--- config.mk ---
export PLATFORM = sky130hd
export DESIGN_NAME = fifo_write_arbiter
export DESIGN_NICKNAME = d
export VERILOG_FILES = /design/src/rtl/fifo_write_arbiter.sv
export SDC_FILE = /design/constraint.sdc
export NUM_CORES = 1
export LEC_CHECK = 0
export CAP_MARGIN = 30
export CELL_PAD_IN_SITES_DETAIL_PLACEMENT = 1
export CELL_PAD_IN_SITES_GLOBAL_PLACEMENT = 2
export CORE_ASPECT_RATIO = 0.7
export CORE_UTILIZATION = 24
export CTS_CLUSTER_SIZE = 28
export DETAILED_ROUTE_END_ITERATION = 16
export GPL_TIMING_DRIVEN = 0
export PLACE_DENSITY_LB_ADDON = 0.05
export SYNTH_ARGS = -nofsm -noshare
export SYNTH_HDL_FRONTEND = slang
export SYNTH_SLANG_ARGS = --single-unit
--- constraint.sdc ---
create_clock -name clk_in -period 2.7 [get_ports clk_in]
set_input_delay 0.405 -clock clk_in [delete_from_list [all_inputs] [get_ports clk_in]]
set_output_delay 0.405 -clock clk_in [all_outputs]
set_load 0.05 [all_outputs]
--- src/rtl/fifo_write_arbiter.sv ---
// fifo_write_arbiter: round-robin burst arbiter sharing one async-FIFO write port among NUM_REQ requesters
// Ports: clk_in/reset_in write-domain clock and sync active-high reset; req_in/data_in per-requester
// word-valid and packed words; fifo_full_in FIFO full flag; grant_out registered one-hot grant;
// ack_out word-accepted strobe; fifo_w_request_out/fifo_w_data_out FIFO write port; busy_out in GRANT.
module fifo_write_arbiter #(
    parameter int NUM_REQ    = 4,
    parameter int DATA_WIDTH = 4,
    parameter int MAX_BURST  = 4
) (
    input  logic                            clk_in,
    input  logic                            reset_in,
    input  logic [NUM_REQ-1:0]              req_in,
    input  logic [NUM_REQ*DATA_WIDTH-1:0]   data_in,
    input  logic                            fifo_full_in,
    output logic [NUM_REQ-1:0]              grant_out,
    output logic [NUM_REQ-1:0]              ack_out,
    output logic                            fifo_w_request_out,
    output logic [DATA_WIDTH-1:0]           fifo_w_data_out,
    output logic                            busy_out
);
    localparam int IW = $clog2(NUM_REQ);
    localparam int CW = $clog2(MAX_BURST + 1);
    typedef enum logic {IDLE, GRANT} state_t;
    state_t            state, state_nx;
    logic [NUM_REQ-1:0] grant_nx;
    logic [IW-1:0]     last, last_nx, sel;
    logic [CW-1:0]     cnt, cnt_nx;
    logic              rel;
    // last doubles as the current grant index: it is updated whenever a grant is issued
    always_comb begin
        sel = last;
        for (int k = NUM_REQ; k >= 1; k--)
            if (req_in[IW'((int'(last) + k) % NUM_REQ)]) sel = IW'((int'(last) + k) % NUM_REQ);
    end
    // reset gating keeps the reset cycle from writing a word the arbiter then forgets
    assign ack_out            = grant_out & req_in & {NUM_REQ{~fifo_full_in & ~reset_in}};
    assign fifo_w_request_out = |ack_out;
    assign fifo_w_data_out    = |grant_out ? data_in[int'(last)*DATA_WIDTH +: DATA_WIDTH] : '0;
    assign busy_out           = state == GRANT;
    assign rel = state == GRANT && (!req_in[last] || (fifo_w_request_out && cnt == CW'(MAX_BURST - 1)));
    always_comb begin
        state_nx = state;
        grant_nx = grant_out;
        last_nx  = last;
        cnt_nx   = cnt + CW'(fifo_w_request_out);
        if (state == IDLE || rel) begin
            state_nx = |req_in ? GRANT : IDLE;
            grant_nx = '0;
            if (|req_in) grant_nx[sel] = 1'b1;
            last_nx  = |req_in ? sel : last;
            cnt_nx   = '0;
        end
    end
    always_ff @(posedge clk_in) begin
        if (reset_in) begin
            state     <= IDLE;
            grant_out <= '0;
            cnt       <= '0;
            last      <= IW'(NUM_REQ - 1);
        end else begin
            state     <= state_nx;
            grant_out <= grant_nx;
            cnt       <= cnt_nx;
            last      <= last_nx;
        end
    end
endmodule

==> results of run 1 <==
[cell usage after synthesis]
master,n
mux2i_1,4
nor3b_1,2
nor2b_1,6
dfxtp_1,10
o41ai_2,2
buf_4,1
nor4b_2,1
o22ai_2,1
nand2_1,7
or3_1,1
a21oi_1,4
and2_4,1
xnor2_1,1
nor3_1,3
nor2_1,11
a211oi_1,1
buf_2,1
nor4_1,3
mux4_2,4
nand2b_1,5
o211ai_2,1
nand4b_1,2
and3b_1,1
inv_1,2
a22o_1,2
buf_6,1
or2_1,1
o21ai_0,1
ha_1,2
a32o_1,3
[logic make-up (layout without fill, tap and decap cells)]
logic type	count (synthesis)	after routing	share of synthesized area, %
DFF	10	10	25.6
adders and majority gates	2	2	3.20
AOI/OAI and AO/OA	15	15	17.6
and+or+nand+nor	44	44	31.7
muxes	8	8	16.7
xor gates and xnor gates	1	1	1.12
buffers and inverters	5	44	4.01
[report_power, final]
part / switching, mW / internal, mW / total, mW
combinational: 0.244 / 0.181 / 0.425
clock: 0.0565 / 0.0975 / 0.154
sequential: 0.0208 / 0.166 / 0.187
[worst max path at each step]
stage / startpoint / to / cells past startpoint
2_1_floorplan: grant_out[2]$_SDFFE_PP0P_ / cnt[1]$_SDFF_PP0_ / 6
5_1_grt: grant_out[0]$_SDFFE_PP0P_ / fifo_w_data_out[1] / 3
3_3_place_gp: reset_in / fifo_w_request_out / 5
3_5_place_dp: reset_in / fifo_w_request_out / 5
4_1_cts: grant_out[0]$_SDFFE_PP0P_ / fifo_w_data_out[2] / 3
6_report: reset_in / fifo_w_request_out / 5
[layer usage]
| layer | vias to the layer above | routed length, um | share of wire (%) | GRT usage, % |
|---|---|---|---|---|
| li1 | 400 | - | - | - |
| met1 | 386 | 1340 | 54 | 23.5 |
| met2 | 25 | 1020 | 41 | 22.3 |
| met3 | 5 | 94 | 3.8 | 2.45 |
| met4 | 0 | 27 | 1.1 | 4.33 |
| met5 | - | 0 | 0 | 0 |
[timing repair]
item | in CTS | in global routing
setup endpoints to repair | 5 | 0
hold buffers | 0 | 0
resized for setup | 5 | 0
setup buffers | 0 | 0
[area by class of cell]
type / count / area [um2] / area share [%]
multi-input combinational: 70 / 549 / 45.0
timing repair buffer: 36 / 354 / 29.0
sequential: 10 / 200 / 16.4
tap: 36 / 45.0 / 3.69
clock buffer: 3 / 41.3 / 3.38
buffer: 3 / 23.8 / 1.95
inverter: 2 / 7.51 / 0.615
[sequential cells by signal, indices dropped and copies added, names as in the netlist]
| name | cells |
|---|---|
| grant_out | 4 |
| last | 2 |
| cnt | 3 |
| busy_out | 1 |
[per-stage QoR]
stage          setup TNS (ps)  instances  cell area [um2]  utilization, %  hold WS (ps)
4_1_cts                     0        160             1220            41.5           547
5_1_grt                     0        160             1220            41.5           639
6_report                    0        160             1220            41.5           546
3_5_place_dp             -484        157             1190            40.3           541
2_1_floorplan               0         85              781               -           511
3_3_place_gp             -346        157             1190            40.3           540
[worst min-delay path, cell delays in order, from the launching register on]
cell and delay [ps]:
dfxtp_1 330, xnor2_1 130, nor3_1 40
==> results.tsv, run 1 <==
stage	metric	value	unit
outcome	status	completed	
synth	post-synth top area share	25.6	%
critical_path	critical path, cell by cell	clkdlybuf4s50_1, buf_2, or2_1, nor2_1, dlygate4sd2_1	
global_routing	largest net degree at the start of global routing	11	
pwr	peak supply drop	0.310	mV
floorplanning	# IOs	37	
sta	Worst-Margin Slew	731	ps
critical_path	CP max stage delay	550	ps
sta	Final WS setup	143	ps
min_path	worst hold path type	reg2reg	
drt	DRC viols	0	
global_routing	aggregate global-route resource usage	15.5	%
critical_path	slowest stage cell, crit path	dlygate4sd2_1	
drt	Detailed Routing Iterations Pass 1	4	
sta	Final period util	94.7	%
sta	final hold vios	0	
cells_and_area	Post-layout nets	151	
synth	most area-consuming cells after synthesis	dfxtp_1, mux4_2, nor2_1, mux2i_1, nor2b_1	
clocking	clk slew on worst S/H paths	50	ps
cells_and_area	Fillers	342	
min_path	Hold Crit Start	cnt[2]$_SDFF_PP0_	
cells_and_area	Area Overhead vs Synth	56.4	%
clocking	H-tree levels	1	
min_path	Hold Crit Depth	2	
critical_path	worst r2r path cells	5	
sta	Slew HR	50.8	%
floorplanning	FP Rows	16	
sta	# setup viols final	0	
drt	Initial DRC Count	20	
pwr	leak pwr	0.500	nW
synth	Post-Synthesis Net Count	110	
floorplanning	die width	70.2	um
placement	port buffer count	36	
run	max cap viols	0	
synth	library cells used by synthesis	30	
critical_path	Worst R2R End	last[1]$_SDFFE_PP1P_	
synth	register area share after synthesis	25.6	%
global_routing	initial antenna violation count	0	
floorplanning	core area	2940	um2
global_routing	vias in the first global route	829	
cells_and_area	antenna cell count	0	
clocking	Skew-Pair Late Insertion Delay	230	ps
critical_path	CP Class	in2out	
floorplanning	die area	3490	um2
placement	pre-CTS setup slack	-149	ps
synth	mapped cell area	781	um2
drt	via count	816	
sta	Period minus WS final	2560	ps
global_routing	global-route wire length before repair	4.24	mm
critical_path	FF-to-FF Start	last[0]$_SDFFE_PP1P_	
critical_path	CP bufs+invs	3	
critical_path	Crit. End Element	output pin	
global_routing	GRT Residual Overflow	0	
clocking	Longest Clk Path Bufs	2	
critical_path	startpoint types	input pin	
sta	Max Freq	391	MHz
cells_and_area	commonest cells after routing, fill and taps aside	clkdlybuf4s50_1, nor2_1, dfxtp_1, nand2_1, nor2b_1	
placement	placed wire-length estimate	1.99	mm
synth	synthesis-stage register bit count	10	
sta	clock skew	0.657	ps
clocking	CTS tree	done	
synth	Yosys warnings	0	
drt	Final ANT Viol Nets	0	
clocking	Num CTS Buffers	3	
cells_and_area	most common cell after layout, fill and taps aside	clkdlybuf4s50_1	
synth	post-synthesis area per instance	9.19	um2
critical_path	CP Max Fanout	10	
clocking	Clock Sinks	10	
sta	Final Max Tran Viols	0	
critical_path	flop-to-flop setup slack	1150	ps
synth	Mapped Cells	85	
drt	DRT Wirelength	2.48	mm
pwr	P per Cell Area	627	nW/um2
floorplanning	initial core utilization	26.5	%
sta	RSZ-0062 raised after global routing	no	
synth	area leader, netlist	dfxtp_1	
critical_path	CP delay by family, top	buffers and inverters	
floorplanning	die height	49.7	um
critical_path	critical path required time	2300	ps
drt	drt wl/cell	15.5	um
cells_and_area	fraction of final layout cells sized beyond drive strength 1	12.9	%
pwr	Pwr Total	766	uW
drt	via/cell ratio	5.10	
clocking	Root Buffer	clkbuf_8	
critical_path	Worst Path Arrival	2150	ps
min_path	WHS Endpoint	cnt[2]$_SDFF_PP0_	
placement	Placer Congestion	0.706	
(Power assumes the default switching activity.)
==> run 2: changes to the inputs <==
--- a/config.mk
+++ b/config.mk
@@ -5,7 +5,7 @@
 export SDC_FILE = /design/constraint.sdc
 export NUM_CORES = 1
 export LEC_CHECK = 0
-export CAP_MARGIN = 30
+export CAP_MARGIN = 20
 export CELL_PAD_IN_SITES_DETAIL_PLACEMENT = 1
 export CELL_PAD_IN_SITES_GLOBAL_PLACEMENT = 2
 export CORE_ASPECT_RATIO = 0.7
@@ -14,6 +14,7 @@
 export DETAILED_ROUTE_END_ITERATION = 16
 export GPL_TIMING_DRIVEN = 0
 export PLACE_DENSITY_LB_ADDON = 0.05
+export SKIP_CTS_REPAIR_TIMING = 1
 export SYNTH_ARGS = -nofsm -noshare
 export SYNTH_HDL_FRONTEND = slang
 export SYNTH_SLANG_ARGS = --single-unit
==> results.tsv, run 2 (synthesis gave the netlist of run 1 again) <==
stage	metric	value	unit
cells_and_area	Fillers	346	
global_routing	initial antenna violation count	0	
placement	Placer Congestion	0.706	
drt	DRT Wirelength	2.49	mm
min_path	Hold Crit Depth	2	
sta	Worst-Margin Slew	731	ps
clocking	Root Buffer	clkbuf_8	
pwr	combinational power share	55.6	%
global_routing	aggregate global-route resource usage	15.5	%
cells_and_area	antenna cell count	0	
drt	via/cell ratio	5.11	
pwr	P per Cell Area	619	nW/um2
placement	placed wire-length estimate	1.99	mm
critical_path	critical path, cell by cell	buf_4, mux4_2, nor2b_1, clkdlybuf4s50_1	
clocking	Longest Clk Path Bufs	2	
clocking	clk slew on worst S/H paths	50	ps
clocking	Clock Sinks	10	
min_path	Hold Crit Start	cnt[2]$_SDFF_PP0_	
placement	Cell Area, Placed	1190	um2
sta	final hold vios	0	
cells_and_area	Area Overhead vs Synth	58.8	%
drt	drt wl/cell	15.5	um
floorplanning	die width	70.2	um
pwr	P_sw	322	uW
global_routing	largest net degree at the start of global routing	11	
global_routing	GRT Residual Overflow	0	
sta	Hold WS	546	ps
floorplanning	die area	3490	um2
cells_and_area	Most flops, register	grant_out	
critical_path	CP Max Fanout	10	
critical_path	CP max stage delay	730	ps
clocking	Skew-Pair Late Insertion Delay	230	ps
drt	via count	817	
critical_path	Crit. End Element	output pin	
pwr	peak supply drop	0.310	mV
sta	Slew HR	50.8	%
critical_path	Worst R2R End	last[1]$_SDFFE_PP1P_	
floorplanning	core area	2940	um2
min_path	WHS Endpoint	cnt[2]$_SDFF_PP0_	
global_routing	global-route wire length before repair	4.24	mm
cells_and_area	commonest cells after routing, fill and taps aside	clkdlybuf4s50_1, nor2_1, dfxtp_1, nand2_1, nor2b_1	
drt	Final ANT Viol Nets	0	
cells_and_area	Largest register FFs	4	
critical_path	CP bufs+invs	2	
sta	Final Max Tran Viols	0	
clocking	Num CTS Buffers	3	
min_path	worst hold path type	reg2reg	
placement	port buffer count	36	
sta	Final period util	94.2	%
critical_path	flop-to-flop setup slack	1150	ps
cells_and_area	Design Area, Final	1240	um2
drt	DRC viols	0	
cells_and_area	Finished Layout Cells	160	
pwr	cell-internal power	446	uW
pwr	sequential share of power	24.4	%
pwr	switch share	41.9	%
critical_path	CP delay by family, top	buffers and inverters	
global_routing	vias in the first global route	829	
critical_path	slowest stage cell, crit path	clkdlybuf4s50_1	
pwr	Clk pwr share	20.1	%
sta	clock skew	0.657	ps
cells_and_area	most common cell after layout, fill and taps aside	clkdlybuf4s50_1	
run	max cap viols	0	
clocking	CTS tree	done	
critical_path	Worst Path Arrival	2140	ps
critical_path	CP Class	reg2out	
critical_path	startpoint types	flip-flop	
critical_path	critical path required time	2300	ps
sta	# setup viols final	0	
floorplanning	FP Rows	16	
floorplanning	# IOs	37	
placement	Inst Count DP	157	
critical_path	worst r2r path cells	5	
critical_path	FF-to-FF Start	last[0]$_SDFFE_PP1P_	
drt	Initial DRC Count	20	
sta	Max Freq	393	MHz
pwr	leak pwr	0.568	nW
floorplanning	die height	49.7	um
cells_and_area	biggest registers after layout	grant_out (4), cnt (3), last (2)	
sta	RSZ-0062 raised after global routing	no	
outcome	status	completed	
sta	Period minus WS final	2540	ps
cells_and_area	fraction of final layout cells sized beyond drive strength 1	12.9	%
clocking	H-tree levels	1	
drt	Detailed Routing Iterations Pass 1	4	
floorplanning	initial core utilization	26.5	%
cells_and_area	Post-layout nets	151	
-- run 2: cell count changes in the layout (fill, tap and decap cells not counted), sizes merged --
cell,delta
dlymetal6s2s,+5
dlygate4sd2,-5
-- run 2: stage by stage --
step	setup slack, ps	setup TNS (ps)	power, mW	util (%)
global placement	-148	-346	0.617	40.3
CTS	-157	-520	0.774	41.7
detailed placement	-149	-484	0.620	40.3
finish	158	0	0.768	42.1
global route	21.2	0	0.813	42.1
floorplan	315	0	0.479	-
-- run 2: worst max-delay path by stage --
stage | start | to | slack [ps] | cells past startpoint
2_1_floorplan | grant_out[2]$_SDFFE_PP0P_ | cnt[1]$_SDFF_PP0_ | 310 | 6
3_3_place_gp | reset_in | fifo_w_request_out | -150 | 5
3_5_place_dp | reset_in | fifo_w_request_out | -150 | 5
4_1_cts | reset_in | fifo_w_request_out | -160 | 5
5_1_grt | grant_out[0]$_SDFFE_PP0P_ | fifo_w_data_out[1] | 20 | 3
6_report | last[0]$_SDFFE_PP1P_ | fifo_w_data_out[2] | 160 | 4
-- run 2: metal layers --
metal	routed length, um	track usage (%)	vias to the layer above	share of wire (%)
met5	0	0	-	0
met4	27	4.33	0	1.1
met3	97	2.45	5	3.9
met2	1030	22.3	25	41
met1	1330	23.5	387	54
li1	-	-	400	-
-- run 2: area by class of cell --
type	instances	area (um2)	share of cell area (%)
multi-input combinational	70	549	44.3
tap	36	45.0	3.63
timing repair buffer	36	373	30.1
clock buffer	3	41.3	3.33
sequential	10	200	16.1
inverter	2	7.51	0.605
buffer	3	23.8	1.92
-- run 2: worst reg2reg max path, stage by stage, from the launching register on --
cell	delay, ps
dfxtp_1	330
buf_4	200
mux2i_1	240
o22ai_2	160
a21oi_1	340
mux2i_1	230
-- run 2: power by group through the flow --
| stage | logic (mW) | registers [mW] | clock network (mW) |
|---|---|---|---|
| 6_report | 0.427 | 0.187 | 0.154 |
| 5_1_grt | 0.458 | 0.190 | 0.165 |
| 4_1_cts | 0.431 | 0.187 | 0.156 |
| 3_5_place_dp | 0.430 | 0.190 | 0 |
| 3_3_place_gp | 0.427 | 0.190 | 0 |
| 2_1_floorplan | 0.259 | 0.220 | 0 |
==> run 3: changes to the inputs <==
--- a/config.mk
+++ b/config.mk
@@ -9,9 +9,10 @@
 export CELL_PAD_IN_SITES_DETAIL_PLACEMENT = 1
 export CELL_PAD_IN_SITES_GLOBAL_PLACEMENT = 2
 export CORE_ASPECT_RATIO = 0.7
-export CORE_UTILIZATION = 24
+export CORE_UTILIZATION = 36
 export CTS_CLUSTER_SIZE = 28
 export DETAILED_ROUTE_END_ITERATION = 16
+export DONT_BUFFER_PORTS = 1
 export GPL_TIMING_DRIVEN = 0
 export PLACE_DENSITY_LB_ADDON = 0.05
 export SKIP_CTS_REPAIR_TIMING = 1
==> results.tsv, run 3 (synthesis gave the netlist of run 1 again) <==
stage	metric	value	unit
cells_and_area	most common cell after layout, fill and taps aside	nor2_1	
global_routing	GRT Residual Overflow	0	
drt	Initial DRC Count	16	
pwr	switch share	46.5	%
floorplanning	die width	57.7	um
placement	Placer Congestion	0.821	
run	max cap viols	0	
pwr	combinational power share	43.9	%
global_routing	initial antenna violation count	0	
min_path	worst hold path type	in2reg	
cells_and_area	Area Overhead vs Synth	8.17	%
global_routing	Top Usage Layer GRT	met2	
pwr	P_sw	305	uW
sta	Max Freq	388	MHz
pwr	P per Cell Area	776	nW/um2
floorplanning	core area	1950	um2
global_routing	largest net degree at the start of global routing	11	
cells_and_area	final core utilization	43.3	%
floorplanning	FP Rows	13	
sta	Slew HR	37.3	%
pwr	Clk pwr share	21.7	%
critical_path	startpoint types	flip-flop	
sta	Final period util	95.5	%
global_routing	aggregate global-route resource usage	19.1	%
critical_path	CP Class	reg2reg	
cells_and_area	Most flops, register	grant_out	
sta	RSZ-0062 raised after global routing	no	
clocking	Clock Sinks	10	
floorplanning	initial core utilization	40.0	%
drt	DRC viols	4	
drt	DRT Wirelength	2.10	mm
critical_path	critical path required time	2900	ps
cells_and_area	antenna cell count	0	
placement	placed wire-length estimate	1.65	mm
global_routing	met3 Use GR	7.57	%
clocking	Longest Clk Path Bufs	2	
global_routing	M1 GR Usage	24.9	%
pwr	cell-internal power	351	uW
global_routing	global-route wire length before repair	3.17	mm
global_routing	vias in the first global route	635	
cells_and_area	biggest registers after layout	grant_out (4), cnt (3), last (2)	
critical_path	Crit. End Element	flip-flop	
placement	Cell Area, Placed	808	um2
sta	clock skew	1.31	ps
clocking	Num CTS Buffers	3	
outcome	failing checks	DRC	
global_routing	met2 usage	29.9	%
sta	Worst-Margin Slew	938	ps
sta	final hold vios	0	
cells_and_area	commonest cells after routing, fill and taps aside	nor2_1, dfxtp_1, nand2_1, nor2b_1, nand2b_1	
sta	Period minus WS final	2580	ps
clocking	Root Buffer	clkbuf_4	
cells_and_area	fraction of final layout cells sized beyond drive strength 1	19.1	%
cells_and_area	Design Area, Final	845	um2
pwr	leak pwr	0.340	nW
pwr	sequential share of power	34.3	%
drt	via/cell ratio	6.31	
outcome	status	finished, violations left	
placement	port buffer count	0	
floorplanning	die area	2360	um2
drt	via count	700	
cells_and_area	Largest register FFs	4	
drt	drt wl/cell	18.9	um
critical_path	Worst Path Arrival	2780	ps
clocking	clk slew on worst S/H paths	70	ps
sta	# setup viols final	0	
clocking	H-tree levels	1	
drt	Final ANT Viol Nets	0	
clocking	CTS tree	done	
floorplanning	# IOs	37	
cells_and_area	Post-layout nets	115	
drt	Detailed Routing Iterations Pass 1	10	
critical_path	CP Max Fanout	5	
floorplanning	die height	41.0	um
clocking	Skew-Pair Late Insertion Delay	280	ps
sta	setup TNS	0	ps
pwr	peak supply drop	0.317	mV
sta	Final Max Tran Viols	0	
-- run 3: changes by cell type in the layout (fill, tap and decap cells not counted), sizes merged --
cell,delta
clkbuf,+1
clkdlybuf4s50,-31
dlymetal6s2s,-5
-- run 3: per-layer routing --
metal / part of all wire [%] / vias to the layer above / wire [um]
li1: - / 330 / -
met1: 47 / 339 / 995
met2: 43 / 29 / 902
met3: 9.1 / 2 / 190
met4: 0.38 / 0 / 8
met5: 0 / - / 0
-- run 3: critical path: stages (launching register included) --
cell and delay (ps):
dfxtp_1 740, a22o_1 290, nor2_1 60, nor2_1 710, ha_1 310, ha_1 170, xnor2_1 70, nor3_1 150
-- run 3: worst paths after layout --
path,start,endpoint,slack [ps],depth (start not counted)
worst max-delay path,grant_out[2]$_SDFFE_PP0P_,cnt[2]$_SDFF_PP0_,120,7
worst min-delay path,reset_in,busy_out$_SDFFE_PP0P_,240,1
worst max register to register,grant_out[2]$_SDFFE_PP0P_,cnt[2]$_SDFF_PP0_,120,7
worst min register to register,cnt[2]$_SDFF_PP0_,cnt[2]$_SDFF_PP0_,570,2
-- run 3: final cells by class --
class | instances | area [um2]
multi-input cells | 70 | 549
clock buffers | 4 | 36.3
flip-flops and latches | 10 | 200
well taps | 22 | 27.5
inverters | 2 | 7.51
plain buffers | 3 | 23.8
fillers | 234 | 1110
-- run 3: stage by stage --
step	total power, mW	std cells	setup WS [ps]	hold slack, ps
floorplan	0.479	85	315	511
global placement	0.514	107	122	525
detailed placement	0.518	107	129	536
CTS	0.665	111	104	231
global route	0.696	111	25.1	236
finish	0.656	111	120	244
-- run 3: power groups by stage --
stage / registers (mW) / logic (mW) / clock network, mW
finish: 0.225 / 0.288 / 0.142
global route: 0.228 / 0.311 / 0.157
CTS: 0.225 / 0.290 / 0.150
detailed placement: 0.228 / 0.290 / 0
global placement: 0.228 / 0.286 / 0
floorplan: 0.220 / 0.259 / 0
